[config.mk]
export PLATFORM = sky130hd
export DESIGN_NAME = armleocpu_storegen_flat
export DESIGN_NICKNAME = d
export VERILOG_FILES = /design/src/rtl/armleocpu_storegen_if.sv /design/src/rtl/armleocpu_storegen.sv /design/src/flat_wrapper.sv
export SDC_FILE = /design/constraint.sdc
export NUM_CORES = 1
export LEC_CHECK = 0
export CAP_MARGIN = 20
export CELL_PAD_IN_SITES_DETAIL_PLACEMENT = 0
export CELL_PAD_IN_SITES_GLOBAL_PLACEMENT = 2
export CORE_ASPECT_RATIO = 0.5
export CORE_MARGIN = 5
export CORE_UTILIZATION = 36
export CTS_BUF_LIST = sky130_fd_sc_hd__clkbuf_2
export DETAILED_ROUTE_END_ITERATION = 10
export PLACE_DENSITY = 0.93
export SKIP_CTS_REPAIR_TIMING = 1
export SLEW_MARGIN = 40
export SYNTH_ARGS = -nofsm -noshare
export SYNTH_HDL_FRONTEND = slang
export SYNTH_SLANG_ARGS = --single-unit
export TNS_END_PERCENT = 5
[constraint.sdc]
create_clock -name clk -period 15.45 [get_ports clk]
set_input_delay 3.09 -clock clk [delete_from_list [all_inputs] [get_ports clk]]
set_output_delay 3.09 -clock clk [all_outputs]
set_load 0.03 [all_outputs]
[src/rtl/armleocpu_storegen_if.sv]
// Store-path bundle: execute-stage request, memory write port, hazard probe
// and drain status.
interface armleocpu_storegen_if;
  logic        s_valid;
  logic        s_ready;
  logic [31:0] s_addr;
  logic [2:0]  s_type;
  logic [31:0] s_data;
  logic        s_missaligned;
  logic        s_unknowntype;

  logic        m_valid;
  logic        m_ready;
  logic [31:0] m_addr;
  logic [31:0] m_wdata;
  logic [3:0]  m_wstrb;

  logic [31:0] chk_addr;
  logic        chk_hit;
  logic        empty;

  // slave = the store generator; master = execute stage plus memory side
  modport slave (
    input  s_valid, s_addr, s_type, s_data, m_ready, chk_addr,
    output s_ready, s_missaligned, s_unknowntype,
           m_valid, m_addr, m_wdata, m_wstrb, chk_hit, empty
  );

  modport master (
    output s_valid, s_addr, s_type, s_data, m_ready, chk_addr,
    input  s_ready, s_missaligned, s_unknowntype,
           m_valid, m_addr, m_wdata, m_wstrb, chk_hit, empty
  );
endinterface

[src/rtl/armleocpu_storegen.sv]
// Store data/strobe generator with a small in-order store buffer draining
// to the data-memory write port, plus a word-address hazard check.
module armleocpu_storegen #(
  parameter int DEPTH = 2
) (
  input logic                  clk,
  input logic                  rst,
  armleocpu_storegen_if.slave  bus
);
  localparam int PW = (DEPTH > 1) ? $clog2(DEPTH) : 1;
  localparam int CW = PW + 1;

  localparam logic [2:0] STORE_BYTE = 3'b000;
  localparam logic [2:0] STORE_HALF = 3'b001;
  localparam logic [2:0] STORE_WORD = 3'b010;

  logic [29:0] addr_mem  [DEPTH];
  logic [31:0] wdata_mem [DEPTH];
  logic [3:0]  wstrb_mem [DEPTH];

  logic [PW-1:0] wr_ptr, rd_ptr;
  logic [CW-1:0] count;

  logic [1:0]  off;
  logic [31:0] gen_wdata;
  logic [3:0]  gen_wstrb;
  logic        gen_mis, gen_unk;
  logic        err, full, enq, deq;

  assign off = bus.s_addr[1:0];

  always_comb begin
    gen_wdata = bus.s_data;
    gen_wstrb = 4'b0000;
    gen_mis   = 1'b0;
    gen_unk   = 1'b0;
    case (bus.s_type)
      STORE_BYTE: begin
        gen_wdata = {4{bus.s_data[7:0]}};
        gen_wstrb = 4'b0001 << off;
      end
      STORE_HALF: begin
        gen_wdata = {2{bus.s_data[15:0]}};
        gen_wstrb = 4'b0011 << off;
        gen_mis   = off[0];
      end
      STORE_WORD: begin
        gen_wstrb = 4'b1111;
        gen_mis   = |off;
      end
      default: gen_unk = 1'b1;
    endcase
  end

  // Handshake: a transfer happens on any edge where valid & ready are both
  // high; valid never waits on ready, and an erroneous request is consumed
  // (ready=1) without being buffered so the trap can be taken upstream.
  assign bus.s_missaligned = bus.s_valid & gen_mis;
  assign bus.s_unknowntype = bus.s_valid & gen_unk;
  assign err  = bus.s_missaligned | bus.s_unknowntype;
  assign full = (count == CW'(DEPTH));
  assign bus.empty   = (count == '0);
  assign bus.s_ready = err | ~full;
  assign bus.m_valid = ~bus.empty;

  assign enq = bus.s_valid & bus.s_ready & ~err;
  assign deq = bus.m_valid & bus.m_ready;

  assign bus.m_addr  = {addr_mem[rd_ptr], 2'b00};
  assign bus.m_wdata = wdata_mem[rd_ptr];
  assign bus.m_wstrb = wstrb_mem[rd_ptr];

  always_ff @(posedge clk) begin
    if (rst) begin
      wr_ptr <= '0;
      rd_ptr <= '0;
      count  <= '0;
    end else begin
      if (enq) wr_ptr <= wr_ptr + PW'(1);
      if (deq) rd_ptr <= rd_ptr + PW'(1);
      case ({enq, deq})
        2'b10:   count <= count + CW'(1);
        2'b01:   count <= count - CW'(1);
        default: count <= count;
      endcase
    end
  end

  // Storage needs no reset: occupancy alone decides which entries are live.
  always_ff @(posedge clk) begin
    if (enq) begin
      addr_mem[wr_ptr]  <= bus.s_addr[31:2];
      wdata_mem[wr_ptr] <= gen_wdata;
      wstrb_mem[wr_ptr] <= gen_wstrb;
    end
  end

  logic [PW-1:0] rel [DEPTH];
  logic          hit;

  always_comb begin
    hit = 1'b0;
    for (int i = 0; i < DEPTH; i++) begin
      rel[i] = PW'(i) - rd_ptr;
      if (({1'b0, rel[i]} < count) && (addr_mem[i] == bus.chk_addr[31:2]))
        hit = 1'b1;
    end
  end

  assign bus.chk_hit = hit;
endmodule

[src/flat_wrapper.sv]
// flat-port wrapper written by rule: the top's interface ports become plain ports
module armleocpu_storegen_flat 
#(
  parameter int DEPTH = 2
)
  (clk, rst, bus_s_valid, bus_s_addr, bus_s_type, bus_s_data, bus_m_ready, bus_chk_addr, bus_s_ready, bus_s_missaligned, bus_s_unknowntype, bus_m_valid, bus_m_addr, bus_m_wdata, bus_m_wstrb, bus_chk_hit, bus_empty);
  armleocpu_storegen_if bus_i ();
  input logic clk;
  input logic rst;
  input wire logic [$bits(bus_i.s_valid)-1:0] bus_s_valid;
  input wire logic [$bits(bus_i.s_addr)-1:0] bus_s_addr;
  input wire logic [$bits(bus_i.s_type)-1:0] bus_s_type;
  input wire logic [$bits(bus_i.s_data)-1:0] bus_s_data;
  input wire logic [$bits(bus_i.m_ready)-1:0] bus_m_ready;
  input wire logic [$bits(bus_i.chk_addr)-1:0] bus_chk_addr;
  output wire logic [$bits(bus_i.s_ready)-1:0] bus_s_ready;
  output wire logic [$bits(bus_i.s_missaligned)-1:0] bus_s_missaligned;
  output wire logic [$bits(bus_i.s_unknowntype)-1:0] bus_s_unknowntype;
  output wire logic [$bits(bus_i.m_valid)-1:0] bus_m_valid;
  output wire logic [$bits(bus_i.m_addr)-1:0] bus_m_addr;
  output wire logic [$bits(bus_i.m_wdata)-1:0] bus_m_wdata;
  output wire logic [$bits(bus_i.m_wstrb)-1:0] bus_m_wstrb;
  output wire logic [$bits(bus_i.chk_hit)-1:0] bus_chk_hit;
  output wire logic [$bits(bus_i.empty)-1:0] bus_empty;
  assign bus_i.s_valid = bus_s_valid;
  assign bus_i.s_addr = bus_s_addr;
  assign bus_i.s_type = bus_s_type;
  assign bus_i.s_data = bus_s_data;
  assign bus_i.m_ready = bus_m_ready;
  assign bus_i.chk_addr = bus_chk_addr;
  assign bus_s_ready = bus_i.s_ready;
  assign bus_s_missaligned = bus_i.s_missaligned;
  assign bus_s_unknowntype = bus_i.s_unknowntype;
  assign bus_m_valid = bus_i.m_valid;
  assign bus_m_addr = bus_i.m_addr;
  assign bus_m_wdata = bus_i.m_wdata;
  assign bus_m_wstrb = bus_i.m_wstrb;
  assign bus_chk_hit = bus_i.chk_hit;
  assign bus_empty = bus_i.empty;
  armleocpu_storegen #(.DEPTH(DEPTH)) u_core (.clk(clk), .rst(rst), .bus(bus_i));
endmodule
# Word-level counts from Yosys, hierarchy flattened
# Memory sizes are Yosys's and may differ from the RTL's. A register that Yosys moved wholly into a read port is not among the register bits.
# Index checks and enable logic that the tools add are counted.
# op_classes
n_eq_ne,7
bitwise_logic,10
addsub,6
reduce_logical,7
muxes,15
shift,2
order_cmp,2
# ops
operator,count
$pmux 32 s2,1
$eq 30x30->1,2
$pmux 4 s3,1
$mux 1,11
$and 1x1->1,5
$eq 2x2->1 const B,2
$lt 1x2->1,2
$pmux 2 s2,1
$shl 1x2->4 const A,1
$shl 2x2->4 const A,1
$eq 3x1->1 const B,1
$eq 3x2->1 const B,1
$logic_not 3->1,1
$not 1->1,3
$reduce_or 3->1,1
$add 1x1->1 const B,2
$add 2x1->2 const B,1
$eq 2x1->1 const B,1
$logic_and 1x1->1,2
$logic_not 2->1,1
$or 1x1->1,2
$pmux 1 s2,1
$reduce_bool 2->1,1
$reduce_or 2->1,1
other kinds (2),3
# totals
elab_cells,55
out_inout_bits,74
mem_bits_rw,132
reg_bits,4
memories,3
in_bits,103
# mem_list
memory,depth,width,rd,rd_clocked_by_memory_dff,write_ports,line_no,rtl
u_core.wdata_mem,2,32,1,1,1,armleocpu_storegen.sv:18,logic [31:0] wdata_mem [DEPTH];
u_core.addr_mem,2,30,3,1,1,armleocpu_storegen.sv:17,logic [29:0] addr_mem [DEPTH];
u_core.wstrb_mem,2,4,1,1,1,armleocpu_storegen.sv:19,logic [3:0] wstrb_mem [DEPTH];

# Depth between registers and ports, before layout
# Gate-level depths: netlist (run 1).
# logic_depth
depth_word,10
ltp_mapped,8
mapped_depth_nobuf,7

# Worst setup path after synthesis (run 1)
# No wires, ideal clock.
# synth_timing
kind,in2out
start,input port bus_s_type[0]
end,output port bus_s_ready
required_ns,12.360
setup_slack_ns,7.704
cell_stages,5
n_path_buf,1
arrival_ns,4.656
path_cell_list,buf_6 > nand2b_4 > a2bb2oi_2 > nor3b_1 > or3_1
# synth_between
elab_cells_between_ends,10
classes_between,eq/ne (2); mux (2); bitwise (4); reduce/logical (2)
# synth_lines
element,line_no,rtl
start: declaration,flat_wrapper.sv:12,input wire logic [$bits(bus_i.s_type)-1:0] bus_s_type;
$eq 3x2->1 or $eq 3x1->1 (tied branches),armleocpu_storegen.sv:37,case (bus.s_type)
$pmux 1 s2 (*),armleocpu_storegen.sv:37,
$and 1x1->1 (*),armleocpu_storegen.sv:58,assign bus.s_missaligned = bus.s_valid & gen_mis;
via bus_s_missaligned,flat_wrapper.sv:17,output wire logic [$bits(bus_i.s_missaligned)-1:0] bus_s_missaligned;
$or 1x1->1 (*),armleocpu_storegen.sv:60,assign err = bus.s_missaligned | bus.s_unknowntype;
$or 1x1->1 (*),armleocpu_storegen.sv:63,assign bus.s_ready = err | ~full;
end: declaration,flat_wrapper.sv:16,output wire logic [$bits(bus_i.s_ready)-1:0] bus_s_ready;
# The timed path passes the listed nets; every way through them passes the cells marked *.

# Worst setup path in the final report (run 1)
# layout_timing
start,input port bus_chk_addr[6]
end,output port bus_chk_hit
# layout_between
elab_chain_len,4
elab_cells_between_ends,6
classes_between,eq/ne (2); mux (2); reduce/logical (2)
# layout_rtl
element,line_no,rtl
start: declaration,flat_wrapper.sv:15,input wire logic [$bits(bus_i.chk_addr)-1:0] bus_chk_addr;
$eq 30x30->1,armleocpu_storegen.sv:105,"if (({1'b0, rel[i]} < count) && (addr_mem[i] == bus.chk_addr[31:2]))"
$logic_and 1x1->1,armleocpu_storegen.sv:105,
$mux 1,armleocpu_storegen.sv:105,
$mux 1 (*),armleocpu_storegen.sv:105,
end: declaration,flat_wrapper.sv:23,output wire logic [$bits(bus_i.chk_hit)-1:0] bus_chk_hit;
# Mark *: on every way between the ends. The rest lies on a longest branch, timed or not.

==> results of run 1 <==
==> flip-flops by register name (all words and copies together) (netlist names), named ones only <==
name / cells
u_core.count: 2
u_core.wstrb_mem: 8
u_core.addr_mem: 60
u_core.rd_ptr: 1
u_core.wdata_mem: 64
u_core.wr_ptr: 1
==> layout make-up <==
type	count	area, µm²	share of cell area (%)
Clock inverter	14	155	1.82
Tap cell	227	284	3.34
Clock buffer	18	90.1	1.06
Timing Repair Buffer	181	1850	21.8
Sequential cell	137	4070	47.8
Multi-Input combinational cell	230	2050	24.1
Inverter	3	11.3	0.132
Antenna cell	1	2.50	0.0294
==> per-stage QoR <==
stage	worst slack (ns)	utilization, %	instance area [µm²]	hold slack (ns)
after floorplan	7.70	-	6190	0.483
after global placement	6.62	49.1	8150	0.532
after detailed placement	6.94	49.8	8260	0.543
after CTS	6.91	51.3	8510	0.567
after global routing	6.80	51.3	8510	0.637
final	6.97	51.3	8510	0.567
==> cells in the final DEF, fill, tap and decap left out, types with 4 or more instances in the layout <==
master / n
clkdlybuf4s50_1: 171
edfxtp_1: 132
mux2_2: 82
xor2_1: 33
xnor2_1: 31
clkbuf_2: 18
nor2_1: 15
a21oi_1: 13
nor4_1: 9
mux2i_1: 8
nand4_1: 8
clkinv_1: 4
dfxtp_1: 4
==> where the power goes <==
part	switching (µW)	leakage, µW	internal [µW]
sequential	13.2	0.00124	427
clock	132	0.000140	88.6
combinational	152	0.00142	144
==> logic make-up (layout without fill, tap and decap cells) <==
family,count (synthesis),after routing,share of synthesized area [%]
and+or+nand+nor,51,51,4.57
muxes,90,90,16.2
xor gates and xnor gates,65,65,9.32
AOI/OAI and AO/OA,21,21,2.34
adders and majority gates,1,1,0.202
DFF,137,137,65.7
buffers and inverters,18,216,1.64
other,1,3,0.0606
==> worst register-to-register path: stages, from the launching register on <==
cell and delay, ns:
dfxtp_1 0.49, nand2b_1 0.23, o2111ai_4 0.22, nor2_4 0.36
buf_8 0.21, buf_8 0.17, buf_4 0.48
==> path summary, 6_finish.rpt <==
kind / start / to / depth (start not counted)
max: bus_chk_addr[6] / bus_chk_hit / 6
min: u_core.count[1]$_SDFFE_PP0P_ / u_core.count[1]$_SDFFE_PP0P_ / 2
max reg2reg: u_core.count[0]$_SDFFE_PP0P_ / u_core.addr_mem[0][19]$_DFFE_PP_ / 6
min reg2reg: u_core.count[1]$_SDFFE_PP0P_ / u_core.count[1]$_SDFFE_PP0P_ / 2
==> layer usage <==
layer	track usage [%]	vias up
met5	0	-
met4	4.50	2
met3	4.24	19
met2	25.8	82
met1	17.5	1813
li1	-	1816
==> results by group, run 1 <==
Layout
  • Share of cells above drive strength 1: 22.3%
  • Synth-to-layout area growth: 37.5%
  • Final #Nets: 674
  • Layout Cells excl Fill: 811
  • Fillers: 1455

Detailed routing
  • DRC: 0
  • WL met2: 7600 µm
  • Detailed Routing Iterations Pass 1: 4
  • DRT iter0 DRCs: 167
  • Vias/cell: 4.60
  • Met3 wire length: 785 µm
  • DR WL/cell: 18.4 µm
  • Uppermost layer routed: met5
  • DRT Wirelength: 14900 µm
  • Final ANT Viol Nets: 0
  • M1 wire length: 6310 µm
  • Vias: 3732

Global route
  • Initial antenna violation count: 2
  • Total track usage: 14.6%
  • Largest net degree at the start of global routing: 38
  • First-pass GRT wire length: 22200 µm
  • Number of global-route vias before repair: 4054
  • Grt total ovfl: 0

Logic synthesis
  • Sequential-to-total area share from yosys stat: 65.7%
  • EDFF count, synth: 132
  • Synth top area share: 64.0%
  • Top cells by area, synth: edfxtp_1, mux2_2, xor2_1
  • Mapped Cells: 384
  • Area leader, netlist: edfxtp_1
  • Asr flop ratio synth: 0%
  • Synth top cells by count: edfxtp_1, mux2_2, xor2_1, xnor2_1, nor2_1
  • Synthesis Warnings: 0
  • Count leader, synth: edfxtp_1
  • Post-synthesis register bit count: 137
  • Synth unique cells: 35
  • Ys flop type: edfxtp_1
  • Mapped cell area: 6190 µm²
  • Syn Area/Cell: 16.1 µm²

Critical path
  • CP dominant cell by count: clkdlybuf4s50_1
  • Flop2flop setup slack: 12.93 ns
  • Crit path cell chain: clkdlybuf4s50_1 -> xor2_1 -> nor4_1 -> nand2_1 -> o41ai_1 -> clkdlybuf4s50_1
  • CP max FO: 2
  • Worst Path Arrival: 5.39 ns
  • Crit path max-delay family: buffers and inverters
  • Critical Path RT: 12.36 ns
  • Crit end category: output pin
  • Slowest stage delay, CP: 0.76 ns
  • Crit path buf inv count: 2
  • Setup crit start kind: primary input
  • WS Path Type: primary input to output pin
  • Slowest CP cell: clkdlybuf4s50_1

Clock network
  • Root Driver: clkbuf_2
  • Maximum root-to-sink buffer count: 2
  • Clock insertion delay at the later pin of the skew report: 0.68 ns
  • CTS tree: done
  • Clock slew at reported path FFs: 0.21 ns
  • H-tree depth: 4
  • Sink Count: 137
  • Num CTS Buffers: 17

Power and ir drop
  • Leak Pwr: 0.00281 µW
  • Max VDD drop: 59.0 µV
  • Pwr Total: 956 µW
  • Power Density: 112 nW/µm²

Placed design
  • Post-DP HPWL: 10900 µm
  • Final GP Congestion: 0.816
  • Dpl cells: 778
  • Port Buffers: 172

STA
  • Max Fclk: 118 MHz
  • Pins Over Slew Limit: 0
  • Hold Fails Final Rpt: 0
  • Worst-Margin Slew: 0.566 ns
  • Post-layout min period: 8.48 ns
  • Unrepaired setup endpoints after global routing: no
  • Max-Slew Margin vs Limit: 62.1%
  • Crit share post-route: 54.9%
  • Sum Neg Setup Slack: 0 ns
  • Setup violations, final: 0
  • Setup Skew: 0.0463 ns

Outcome
  • Status: finished, final reports clean

Die
  • FP Rows: 33
  • Core area: 16600 µm²
  • Die X: 195 µm
  • Io pins: 177
  • Starting Density: 37.3%
  • Die H: 103 µm
  • DIE AREA: 20100 µm²

Job
  • Max_cap viols: 0

Min path
  • Hold Crit Class: flop to flop
Power figures use the tool's default switching activity.
==> run 2, diff against run 1 <==
--- a/config.mk
+++ b/config.mk
@@ -10,10 +10,10 @@
 export CELL_PAD_IN_SITES_GLOBAL_PLACEMENT = 2
 export CORE_ASPECT_RATIO = 0.5
 export CORE_MARGIN = 5
-export CORE_UTILIZATION = 36
+export CORE_UTILIZATION = 31
 export CTS_BUF_LIST = sky130_fd_sc_hd__clkbuf_2
 export DETAILED_ROUTE_END_ITERATION = 10
-export PLACE_DENSITY = 0.93
+export PLACE_DENSITY = 0.85
 export SKIP_CTS_REPAIR_TIMING = 1
 export SLEW_MARGIN = 40
 export SYNTH_ARGS = -nofsm -noshare
==> constraint.sdc (replaced) <==
create_clock -name clk -period 7 [get_ports clk]
set_input_delay 1.4 -clock clk [delete_from_list [all_inputs] [get_ports clk]]
set_output_delay 1.4 -clock clk [all_outputs]
set_load 0.03 [all_outputs]
==> run 2 against run 1 <==
  * Sequential share of layout area down 0.45 points
  * Largest power group unchanged
  * Clock skew is 0.016 ns lower
  * Setup slack got worse by 5.0 ns
==> results by group, run 2 (synthesis gave the netlist of run 1 again) <==
Critical path
  • Slowest stage delay, CP: 0.75 ns (about the same)
  • Crit end category: output pin
  • CP dominant cell by count: clkdlybuf4s50_1
  • Flop2flop setup slack: 5.02 ns (-7.91 ns)
  • CP max FO: 2 (unchanged)
  • Worst Path Arrival: 3.65 ns (-1.74 ns)
  • Setup crit start kind: primary input
  • Slowest CP cell: clkdlybuf4s50_1
  • WS Path Type: primary input to output pin
  • Crit path max-delay family: buffers and inverters
  • Crit path buf inv count: 2 (unchanged)
  • Crit path cell chain: clkdlybuf4s50_1 -> xor2_1 -> nor4_1 -> nand4_1 -> o41ai_1 -> clkdlybuf4s50_1
  • Critical Path RT: 5.60 ns (-6.76 ns)

Global route
  • Total track usage: 13.2% (-1.4 points)
  • Largest net degree at the start of global routing: 37 (-2.6%)
  • Number of global-route vias before repair: 4162 (+2.7%)
  • First-pass GRT wire length: 22900 µm (+3.4%)
  • Grt total ovfl: 0 (unchanged)
  • Initial antenna violation count: 1 (-1)

Layout
  • Synth-to-layout area growth: 38.8%
  • Layout Cells excl Fill: 851 (+4.9%)
  • Largest registers: u_core.wdata_mem: 64 flops, u_core.addr_mem: 60 flops, u_core.wstrb_mem: 8 flops
  • Max reg flops: 64 (unchanged)
  • Post-layout util: 44.0% (-7.3 points)
  • Fillers: 1809 (+24%)
  • Most common cell after layout, fill and taps aside: clkdlybuf4s50_1
  • Seq. cell area: 4070 µm² (unchanged)
  • Largest reg by FF count: u_core.wdata_mem
  • Multi-input combinational cell area: 2050 µm² (unchanged)
  • Share of cells above drive strength 1: 22.6% (+0.34 points)
  • Final instance area: 8590 µm² (+0.94%)
  • Most frequent cells in the layout: clkdlybuf4s50_1, edfxtp_1, mux2_2
  • Final #Nets: 674 (unchanged)

Detailed routing
  • Vias: 3805 (+2.0%)
  • Vias/cell: 4.47 (-2.8%)
  • DRC: 0 (unchanged)
  • Detailed Routing Iterations Pass 1: 4 (unchanged)
  • Final ANT Viol Nets: 0 (unchanged)
  • DRT iter0 DRCs: 103 (-38%)
  • DRT Wirelength: 15400 µm (+3.4%)
  • DR WL/cell: 18.1 µm (-1.4%)

Placed design
  • DP Worst Slack: 1.88 ns (-5.06 ns)
  • Dpl cells: 817 (+5.0%)
  • Post-DP HPWL: 11300 µm (+3.6%)
  • Port Buffers: 172 (unchanged)
  • Final GP Congestion: 0.763 (-6.5%)
  • DP Area: 8350 µm² (+1.0%)

STA
  • Crit share post-route: 72.2%
  • Unrepaired setup endpoints after global routing: no
  • Hold Fails Final Rpt: 0 (unchanged)
  • Setup slack after layout: 1.95 ns (-5.02 ns)
  • Pins Over Slew Limit: 0 (unchanged)
  • Post-layout min period: 5.05 ns
  • Max Fclk: 198 MHz
  • Worst-Margin Slew: 0.603 ns (+0.0372 ns)
  • Sum Neg Setup Slack: 0 ns (unchanged)
  • Setup Skew: 0.0307 ns (-0.0156 ns)
  • Setup violations, final: 0 (unchanged)
  • Max-Slew Margin vs Limit: 59.6% (-2.5 points)

Clock network
  • Maximum root-to-sink buffer count: 2 (unchanged)
  • Num CTS Buffers: 17 (unchanged)
  • Root Driver: clkbuf_2
  • CTS tree: done
  • H-tree depth: 4 (unchanged)
  • Sink Count: 137 (unchanged)
  • Clock slew at reported path FFs: 0.23 ns (+0.02 ns)
  • Clock insertion delay at the later pin of the skew report: 0.65 ns (-0.03 ns)

Power and ir drop
  • Leak Pwr: 0.00281 µW (about the same)
  • Power Density: 245 nW/µm² (+120%)
  • Max VDD drop: 106 µV (+80%)

Die
  • Starting Density: 31.7% (-5.6 points)
  • Io pins: 177 (unchanged)
  • Die X: 210 µm (+7.4%)
  • DIE AREA: 23100 µm² (+15%)
  • Die H: 110 µm (+7.0%)
  • FP Rows: 36 (+9.1%)
  • Core area: 19500 µm² (+18%)

Outcome
  • Status: finished, final reports clean

Min path
  • Hold Crit Class: flop to flop

Job
  • Max_cap viols: 0 (unchanged)
-- run 2: routing by layer --
metal	global-route usage [%]	part of all wire [%]	wire length (µm)	vias up
met5	0	0	0	-
met4	3.63	1.2	192	0
met3	3.25	3.7	572	12
met2	23.7	53	8180	68
met1	16.1	42	6500	1908
li1	-	-	-	1817
-- run 2: path summary, 6_finish.rpt --
| kind | startpoint | end | cells after the start |
|---|---|---|---|
| worst max-delay path | bus_chk_addr[11] | bus_chk_hit | 6 |
| worst min-delay path | u_core.count[1]$_SDFFE_PP0P_ | u_core.count[1]$_SDFFE_PP0P_ | 2 |
| worst max register to register | u_core.count[0]$_SDFFE_PP0P_ | u_core.wdata_mem[1][12]$_DFFE_PP_ | 4 |
| worst min register to register | u_core.count[1]$_SDFFE_PP0P_ | u_core.count[1]$_SDFFE_PP0P_ | 2 |
-- run 2: through the flow --
stage | total power [µW] | hold WS, ns
6_report | 2110 | 0.576
5_1_grt | 2210 | 0.591
4_1_cts | 2140 | 0.585
3_5_place_dp | 1660 | 0.556
3_3_place_gp | 1640 | 0.526
2_1_floorplan | 1370 | 0.483
-- run 2: layout make-up --
class,instances,share of cell area (%)
Clock buffer,17,0.990
Sequential cell,137,47.3
Clock inverter,15,1.76
Tap cell,266,3.87
Multi-Input combinational cell,230,23.9
Antenna cell,2,0.0582
Timing Repair Buffer,181,22.0
Inverter,3,0.131
-- run 2: worst register-to-register path: cells and delay by family (launching register included) --
kind | cells | cell delay [ns]
simple gates | 2 | 0.63
compound gates | 1 | 0.23
flops | 1 | 0.49
buf+inv | 1 | 0.30
-- run 2: where the power goes --
| part | switching (µW) | total [µW] | internal, µW |
|---|---|---|---|
| sequential | 29.1 | 971 | 942 |
| combinational | 341 | 661 | 320 |
| clock | 311 | 473 | 163 |
| total | 680 | 2110 | 1420 |
==> run 3, diff against run 2 <==
==> constraint.sdc (replaced) <==
create_clock -name clk -period 4.4 [get_ports clk]
set_input_delay 0.88 -clock clk [delete_from_list [all_inputs] [get_ports clk]]
set_output_delay 0.88 -clock clk [all_outputs]
set_load 0.03 [all_outputs]
==> run 3 against run 2 <==
  * Flip-flop and latch count unchanged
  * Critical endpoint unchanged
  * Cell count shrank 0.12%
  * Register-to-register slack lost 2.5 ns
  * Design area decreased by 0.44%
  * Die area stayed put
  * Clock-buffer cell count rose by 2
  * Critical path depth unchanged
  * Non-clock buffer count rose by 2
  * Largest cell class unchanged
==> results by group, run 3 (synthesis gave the netlist of run 1 again) <==
Die
  • Io pins: 177 (unchanged)
  • Core area: 19500 µm² (unchanged)
  • Die X: 210 µm (unchanged)
  • Starting Density: 31.7% (unchanged)
  • FP Rows: 36 (unchanged)
  • Die H: 110 µm (unchanged)
  • DIE AREA: 23100 µm² (unchanged)

Job
  • Max_cap viols: 0 (unchanged)

Power and ir drop
  • Leak Pwr: 0.00281 µW (about the same)
  • Power Density: 401 nW/µm² (+64%)
  • Pwr Total: 3430 µW (+63%)
  • Max VDD drop: 168 µV (+58%)

Layout
  • Largest reg by FF count: u_core.wdata_mem
  • Largest registers: u_core.wdata_mem: 64 flops, u_core.addr_mem: 60 flops, u_core.wstrb_mem: 8 flops
  • Diode count: 0 (-2)
  • Most frequent cells in the layout: clkdlybuf4s50_1, edfxtp_1, mux2_2
  • Synth-to-layout area growth: 38.2%
  • Layout Cells excl Fill: 850 (-0.12%)
  • Final #Nets: 676 (+0.30%)
  • Max reg flops: 64 (unchanged)
  • Share of cells above drive strength 1: 22.6% (-0.039 points)
  • Most common cell after layout, fill and taps aside: clkdlybuf4s50_1

STA
  • Post-layout min period: 4.06 ns
  • Hold Fails Final Rpt: 0 (unchanged)
  • Unrepaired setup endpoints after global routing: no
  • Setup Skew: 0.0379 ns (+0.00713 ns)
  • Max-Slew Margin vs Limit: 63.7% (+4.1 points)
  • Sum Neg Setup Slack: 0 ns (unchanged)
  • Pins Over Slew Limit: 0 (unchanged)
  • Crit share post-route: 92.3%
  • Setup violations, final: 0 (unchanged)
  • Max Fclk: 246 MHz
  • Worst-Margin Slew: 0.544 ns (-0.0594 ns)

Global route
  • Number of global-route vias before repair: 4168 (+0.14%)
  • Total track usage: 13.2% (+0.033 points)
  • First-pass GRT wire length: 22900 µm (-0.21%)
  • Initial antenna violation count: 0 (-1)
  • Grt total ovfl: 0 (unchanged)
  • Largest net degree at the start of global routing: 37 (unchanged)

Clock network
  • Sink Count: 137 (unchanged)
  • Num CTS Buffers: 17 (unchanged)
  • Clock slew at reported path FFs: 0.21 ns (-0.02 ns)
  • Maximum root-to-sink buffer count: 2 (unchanged)
  • Root Driver: clkbuf_2
  • CTS tree: done
  • Clock insertion delay at the later pin of the skew report: 0.67 ns (+0.02 ns)
  • H-tree depth: 4 (unchanged)

Critical path
  • Critical R2R Capture: u_core.wdata_mem[1][12]$_DFFE_PP_
  • R2R cell count: 4 (unchanged)
  • WS Path Type: primary input to output pin
  • Critical Path RT: 3.52 ns (-2.08 ns)
  • Setup crit start kind: primary input
  • Crit end category: output pin
  • Worst Path Arrival: 3.18 ns (-0.47 ns)
  • Flop2flop setup slack: 2.47 ns (-2.55 ns)
  • CP max FO: 2 (unchanged)
  • Reg2reg start: u_core.count[0]$_SDFFE_PP0P_

Min path
  • Hold endpoint: u_core.count[1]$_SDFFE_PP0P_
  • Hold path start: u_core.count[1]$_SDFFE_PP0P_
  • Hold Crit Class: flop to flop
  • Hold-critical path depth: 2 (unchanged)

Detailed routing
  • Vias: 3809 (+0.11%)
  • DR WL/cell: 18.2 µm (+0.41%)
  • DRT Wirelength: 15500 µm (+0.29%)
  • Vias/cell: 4.48 (+0.22%)
  • Final ANT Viol Nets: 0 (unchanged)
  • Detailed Routing Iterations Pass 1: 4 (unchanged)
  • DRC: 0 (unchanged)
  • DRT iter0 DRCs: 133 (+29%)

Outcome
  • Status: finished, final reports clean

Placed design
  • Final GP Congestion: 0.772 (+1.1%)
  • Port Buffers: 172 (unchanged)
  • Post-DP HPWL: 11300 µm (-0.39%)
  • Dpl cells: 819 (+0.24%)
[run 3: final cells by class]
cell class | count | area, µm²
sequential | 137 | 4070
timing repair buffer | 183 | 1830
inverter | 3 | 11.3
clock buffer | 19 | 95.1
fill | 1814 | 11000
tap | 266 | 333
clock inverter | 12 | 175
multi-input combinational | 230 | 2040
[run 3: worst max path at each step]
stage                     start                         endpoint  slack [ns]  depth (start not counted)
6_report        bus_chk_addr[6]                      bus_chk_hit        0.34                          6
4_1_cts         bus_chk_addr[5]                      bus_chk_hit        0.30                          6
3_5_place_dp    bus_chk_addr[5]                      bus_chk_hit        0.32                          6
5_1_grt         bus_chk_addr[6]                      bus_chk_hit        0.22                          6
2_1_floorplan     bus_s_type[2]  u_core.addr_mem[0][0]$_DFFE_PP_       -0.43                          4
3_3_place_gp   bus_chk_addr[22]                      bus_chk_hit        0.32                          7
[run 3: stage by stage]
stage                     hold slack (ns)  util [%]  cell area [µm²]  setup slack [ns]
final                               0.561      43.8             8550             0.338
after global routing                0.644      43.8             8550             0.218
after CTS                           0.565      43.8             8550             0.304
after detailed placement            0.540      42.4             8280             0.322
after global placement              0.519      42.2             8240             0.319
after floorplan                     0.483         -             6190            -0.427
[run 3: power by group]
part	total [µW]	internal, µW	leakage (µW)	switching (µW)
registers	1550	1500	0.00124	47.1
clock network	845	373	0.000148	472
logic	1040	503	0.00142	537
[run 3: routing by layer]
| layer | track usage (%) | up-vias | part of all wire (%) | wire length (µm) |
|---|---|---|---|---|
| met2 | 24.8 | 75 | 54 | 8320 |
| li1 | - | 1821 | - | - |
| met4 | 4.47 | 0 | 1.4 | 221 |
| met3 | 3.22 | 15 | 3.9 | 605 |
| met5 | 0 | - | 0 | 0 |
| met1 | 15.0 | 1898 | 41 | 6340 |
[run 3: worst max-delay path: stages]
cell	delay, ns
clkdlybuf4s50_1	0.45
xor2_1	0.16
nor4_1	0.49
nand2_1	0.12
o41ai_1	0.33
clkdlybuf4s50_1	0.75
